## src/rtl/inst_fetch_resp.sv

```systemverilog
// ---------------------------------------------------------------------------
// inst_fetch_resp
// Instruction-side responder for the IF stage. A direct-mapped buffer with
// one 32-bit word per line answers fetches with one cycle of registered
// latency. On a miss it asks stall control to hold pc (o_stall_req) and reads
// the word from backing memory over a req/ack handshake.
//
// Ports
//   clk, rst        clock; asynchronous active-high reset
//   i_ce            fetch enable from IF
//   i_pc            fetch address (bits [1:0] ignored)
//   i_flush         redirect: the fetch in flight is void
//   i_inv           single-cycle pulse, invalidates every line
//   o_inst          instruction for the pc presented in the previous cycle
//   o_inst_valid    o_inst carries a real fetch result
//   o_stall_req     hold-pc request (combinational)
//   o_mem_req       backing-memory read request, held until i_mem_ack
//   o_mem_addr      word-aligned read address
//   i_mem_ack       backing memory returns data this cycle
//   i_mem_rdata     read data, valid with i_mem_ack
// ---------------------------------------------------------------------------
module inst_fetch_resp #(
    parameter int IDX_W = 4
) (
    input  logic        clk,
    input  logic        rst,
    input  logic        i_ce,
    input  logic [31:0] i_pc,
    input  logic        i_flush,
    input  logic        i_inv,
    output logic [31:0] o_inst,
    output logic        o_inst_valid,
    output logic        o_stall_req,
    output logic        o_mem_req,
    output logic [31:0] o_mem_addr,
    input  logic        i_mem_ack,
    input  logic [31:0] i_mem_rdata
);
    localparam int LINES = 1 << IDX_W;
    localparam int TAG_W = 30 - IDX_W;

    // MISS: request outstanding for a live fetch.
    // DRAIN: request outstanding but the fetch was flushed; fill only.
    typedef enum logic [1:0] {S_IDLE, S_MISS, S_DRAIN} state_t;

    state_t             r_state;
    logic [LINES-1:0]   r_valid;
    logic [TAG_W-1:0]   r_tag  [LINES];
    logic [31:0]        r_data [LINES];
    logic [IDX_W-1:0]   r_midx;
    logic [TAG_W-1:0]   r_mtag;
    logic [31:0]        r_inst;
    logic               r_inst_valid;
    logic               r_mem_req;
    logic [31:0]        r_mem_addr;

    logic [IDX_W-1:0]   w_idx;
    logic [TAG_W-1:0]   w_tag;
    logic               w_hit;
    logic               w_fill_we;

    assign w_idx = i_pc[IDX_W+1:2];
    assign w_tag = i_pc[31:IDX_W+2];
    assign w_hit = r_valid[w_idx] && (r_tag[w_idx] == w_tag);

    // Any returning word is written unless an invalidate lands the same edge.
    assign w_fill_we = (r_state != S_IDLE) && i_mem_ack && !i_inv;

    assign o_stall_req  = (r_state != S_IDLE) || (i_ce && !w_hit && !i_flush);
    assign o_inst       = r_inst;
    assign o_inst_valid = r_inst_valid;
    assign o_mem_req    = r_mem_req;
    assign o_mem_addr   = r_mem_addr;

    // Tag/data storage needs no reset: r_valid gates every use.
    always_ff @(posedge clk) begin
        if (w_fill_we) begin
            r_tag[r_midx]  <= r_mtag;
            r_data[r_midx] <= i_mem_rdata;
        end
    end

    always_ff @(posedge clk or posedge rst) begin
        if (rst) begin
            r_state      <= S_IDLE;
            r_valid      <= '0;
            r_midx       <= '0;
            r_mtag       <= '0;
            r_inst       <= '0;
            r_inst_valid <= 1'b0;
            r_mem_req    <= 1'b0;
            r_mem_addr   <= '0;
        end else begin
            if (w_fill_we)
                r_valid[r_midx] <= 1'b1;
            // Later assignment wins: invalidate overrides a same-edge fill.
            if (i_inv)
                r_valid <= '0;

            case (r_state)
                S_IDLE: begin
                    r_inst       <= '0;
                    r_inst_valid <= 1'b0;
                    if (i_ce && !i_flush) begin
                        if (w_hit) begin
                            r_inst       <= r_data[w_idx];
                            r_inst_valid <= 1'b1;
                        end else begin
                            r_mem_req  <= 1'b1;
                            r_mem_addr <= {i_pc[31:2], 2'b00};
                            r_midx     <= w_idx;
                            r_mtag     <= w_tag;
                            r_state    <= S_MISS;
                        end
                    end
                end
                S_MISS: begin
                    r_inst_valid <= 1'b0;
                    if (i_mem_ack) begin
                        // The word is delivered even if an invalidate drops the fill.
                        r_inst       <= i_mem_rdata;
                        r_inst_valid <= i_ce && !i_flush;
                        r_mem_req    <= 1'b0;
                        r_state      <= S_IDLE;
                    end else if (i_flush) begin
                        r_state <= S_DRAIN;
                    end
                end
                S_DRAIN: begin
                    r_inst_valid <= 1'b0;
                    if (i_mem_ack) begin
                        r_mem_req <= 1'b0;
                        r_state   <= S_IDLE;
                    end
                end
                default: r_state <= S_IDLE;
            endcase
        end
    end
endmodule
```

## config.mk

```make
export PLATFORM = sky130hd
export DESIGN_NAME = inst_fetch_resp
export DESIGN_NICKNAME = d
export VERILOG_FILES = /design/src/rtl/inst_fetch_resp.sv
export SDC_FILE = /design/constraint.sdc
export NUM_CORES = 1
export LEC_CHECK = 0
export CAP_MARGIN = 20
export CORE_AREA = 2 2 286 288
export CTS_CLUSTER_DIAMETER = 50
export DETAILED_ROUTE_END_ITERATION = 8
export DIE_AREA = 0 0 288 290
export PLACE_DENSITY = 0.8
export SYNTH_ARGS = -nofsm -noshare
export SYNTH_HDL_FRONTEND = slang
export SYNTH_SLANG_ARGS = --single-unit
```

## constraint.sdc

```tcl
create_clock -name clk -period 4.4 [get_ports clk]
set_input_delay 0.88 -clock clk [delete_from_list [all_inputs] [get_ports clk]]
set_output_delay 0.88 -clock clk [all_outputs]
set_load 0.01 [all_outputs]
```

==> reports/qor.csv <==
stage;metric;value;unit
run_status;outcome;finished with violations;
run_status;failing checks;negative setup slack;
clock_tree;clock-pin slew on the worst setup and hold paths;60;ps
critical_path;Critical Path Max Stage Delay;560;ps
critical_path;crit start category;input port;
floorplanning;die width;288;um
sta;Worst Hold Slack;507;ps
route;post-route ant nets;0;
pwr;Design Power;23.6;mW
run;total of max-cap violations;0;
synthesis;most used flip-flop cell after synthesis;edfxtp_1;
sta;unrepaired setup endpoints after global routing;true;
synthesis;number of enable flip-flop cells after synthesis;928;
cells_and_area;share of layout cells above drive strength 1;0.289;
sta;Worst Clk Skew;35.8;ps
floorplanning;die area;0.0835;mm^2
pwr;NetSw;5.98;mW
synthesis;Yosys reg bits;1010;
cells_and_area;most common cell after layout, fill and taps aside;edfxtp_1;
clock_tree;Clock Latency Late Sink;660;ps
route;Vias;21600;
hold_path;Hold Path Cell Cnt;2;
sta;worst-margin pin slew;902;ps
pwr;Leakage;15.6;nW
route;vias per inst;6.50;
floorplanning;initial core utilization;0.498;
critical_path;worst path cell trace;buf_8 > buf_6 > buf_12 > mux4_2 > nor4_2 > a21oi_1 > nand4_1 > nand4_1 > nor4b_4 > buf_4 > o2111ai_4 > a21bo_2 > buf_6;
sta;Pins Over Slew Limit;0;
clock_tree;Sink Count;1010;
critical_path;reg2reg start;r_tag[12][10]$_DFFE_PP_;
clock_tree;CTS tree;built;
pwr;Sw Share;0.254;
cells_and_area;Final Net Count;2260;
cells_and_area;FILL cells;5381;
synthesis;Synth Cell Area;0.0399;mm^2
sta;Worst slew margin;0.398;
pwr;Gate power share;0.129;
floorplanning;floorplan core area;0.0802;mm^2
floorplanning;IO Count;137;
route;DRC Markers;0;
sta;endpoints failing setup;1;
grt;first-pass GRT wire length;151000;um
sta;Peak Freq;0.213;GHz
grt;initial antenna violation count;5;
pwr;Clock power frac;0.346;
critical_path;cells on worst reg2reg path;9;
cells_and_area;Final Cell Area;0.0472;mm^2
clock_tree;Clock Tree Root;clkbuf_16;
placement;DP Cell Count;3139;
hold_path;hold crit path type;flop to flop;
grt;vias in the first global route;22300;
clock_tree;CTS H-tree depth;3;
placement;Placed Area;0.0438;mm^2
cells_and_area;most frequent cells in the layout;edfxtp_1 (928), mux4_2 (245), clkdlybuf4s50_1 (127);
sta;final setup margin;-295;ps
placement;DP HPWL;54100;um
critical_path;kind of critical path;input port to output port;
floorplanning;die height;290;um
route;Wirelength per Cell;31.5;um
route;total iterations of the first detailed-routing run;5;
clock_tree;hold buffer count at cts;0;
placement;Routability Congestion;0.803;
synthesis;count of different cell masters after synthesis;71;
cells_and_area;Finished Layout Cells;3324;
cells_and_area;Layout area overhead;18.1;%
synthesis;Mean Syn Cell Area;21.1;um^2
sta;Tcrit/Tclk final;1.07;
sta;final hold vios;0;
route;Iter 0 DRT Violations;2797;
grt;largest net degree at the start of global routing;70;
critical_path;family with the most delay on the worst path;simple AND/OR/NAND/NOR gates;
floorplanning;FP Rows;104;
clock_tree;CTS Buf Count;92;
critical_path;Slowest-stage cell, CP;mux4_2;
critical_path;CP bufs+invs;5;
pwr;Reg power frac;0.526;
sta;Final Critical Period;4700;ps
grt;Global Route Usage Sum;0.250;
critical_path;crit-path max FO;10;
pwr;internal power;17.6;mW
critical_path;CP Capture Type;output port;
synthesis;Synth Warn #;0;
critical_path;stages on the worst setup path;13;
pwr;Max rail drop VDD;0.378;mV
pwr;PwrDens;500;mW/mm^2
synthesis;Mapped Cells;1891;
route;WL final;105000;um
synthesis;Synth async-reset ratio;0.0812;
grt;GRT overflow;0;
synthesis;Seq/Total Area, Yosys;0.750;
clock_tree;maximum clock insertion buffer count;3;
critical_path;Worst EP arrival;3820;ps
hold_path;hold wc startpoint;o_inst[12]$_DFFE_PP0P_;
critical_path;critical path required time;3520;ps
placement;IO buf count;132;
critical_path;Setup crit start;i_pc[2];
[Yosys cell counts (12+ instances only)]
cell | number | area share
a21oi_1 | 36 | 0.0045
and3_1 | 38 | 0.0060
buf_1 | 12 | 0.0011
buf_2 | 32 | 0.0040
clkbuf_1 | 41 | 0.0039
dfrtp_1 | 82 | 0.051
edfxtp_1 | 928 | 0.70
inv_1 | 23 | 0.0022
mux2_2 | 15 | 0.0042
mux2_4 | 30 | 0.011
mux2i_1 | 66 | 0.017
mux4_2 | 245 | 0.14
nand2_1 | 22 | 0.0021
nand2b_1 | 46 | 0.0072
nand3_1 | 12 | 0.0015
nor2_1 | 25 | 0.0024
o21ai_0 | 35 | 0.0044
o22ai_1 | 23 | 0.0036
xnor2_1 | 22 | 0.0048
[final cells by class]
cell class	count	area, um^2	area share
flip-flops and latches	1010	29900	0.634
multi-input cells	752	9580	0.203
repair buffers	306	3170	0.0673
clock buffers	117	2470	0.0523
well taps	1060	1330	0.0281
clock inverters	54	598	0.0127
inverters	24	93.8	0.00199
diodes	1	2.50	0.0000531
[what timing repair did]
action                                  CTS  global route
endpoints found under the setup margin    1             1
cloned                                    1             0
gates resized for setup                  33            13
pin swaps                                10             5
setup buffers                             6             6
[state kept, by name, summed over array words and instances (netlist names)]
name / count
o_inst: 32
o_inst_valid: 1
o_mem_addr: 1
o_mem_req: 1
r_data: 512
r_midx: 3
r_mtag: 26
r_state: 2
r_tag: 416
r_valid: 16
[power by group through the flow]
stage | clock (mW) | sequential [mW] | combinational (mW)
after detailed placement | 0 | 12.6 | 2.94
after CTS | 8.20 | 12.4 | 3.03
after floorplan | 0 | 12.4 | 1.36
final | 8.16 | 12.4 | 3.03
after global routing | 8.53 | 12.5 | 3.18
after global placement | 0 | 12.5 | 2.85
[per-layer routing]
metal | vias to the layer above | routed length [um] | track usage
met1 | 11300 | 36700 | 0.322
li1 | 8422 | - | -
met3 | 302 | 10600 | 0.0463
met2 | 1616 | 53200 | 0.416
met4 | 4 | 4380 | 0.108
met5 | - | 17 | 0
[per-stage QoR]
stage | utilization | setup TNS, ps | worst slack, ps
global route | 0.588 | -315 | -315
finish | 0.588 | -295 | -295
global placement | 0.546 | -3660 | -853
detailed placement | 0.546 | -4940 | -800
floorplan | - | -148230 | -173
CTS | 0.587 | -146 | -146
[worst reg2reg max path: stages, from the launching register on]
cell	delay, ps
edfxtp_1	380
mux4_2	520
mux2i_2	230
mux2i_2	140
or4b_1	470
nand4b_1	250
nor4b_4	410
o2111ai_4	250
buf_4	380
o21ai_0	370
[cells by family after synthesis]
kind of cell               share of synthesized area
adders and majority gates                    0.00125
AOI/OAI and AO/OA                             0.0238
buffers and inverters                         0.0169
xor gates and xnor gates                     0.00724
muxes                                          0.170
DFF                                            0.750
and+or+nand+nor                               0.0310
other                                      0.0000939
[worst paths after layout]
path / slack, ps / endpoint
max in group asynchronous: 2820 / r_mtag[15]$_DFFE_PP0P_
worst max-delay path: -300 / o_stall_req
worst min-delay path: 510 / o_inst[12]$_DFFE_PP0P_
worst min register to register: 510 / o_inst[12]$_DFFE_PP0P_
min in group asynchronous: 660 / o_inst[28]$_DFFE_PP0P_
worst max register to register: 900 / o_inst[6]$_DFFE_PP0P_
Note: power is estimated with default switching activity, not from simulation.
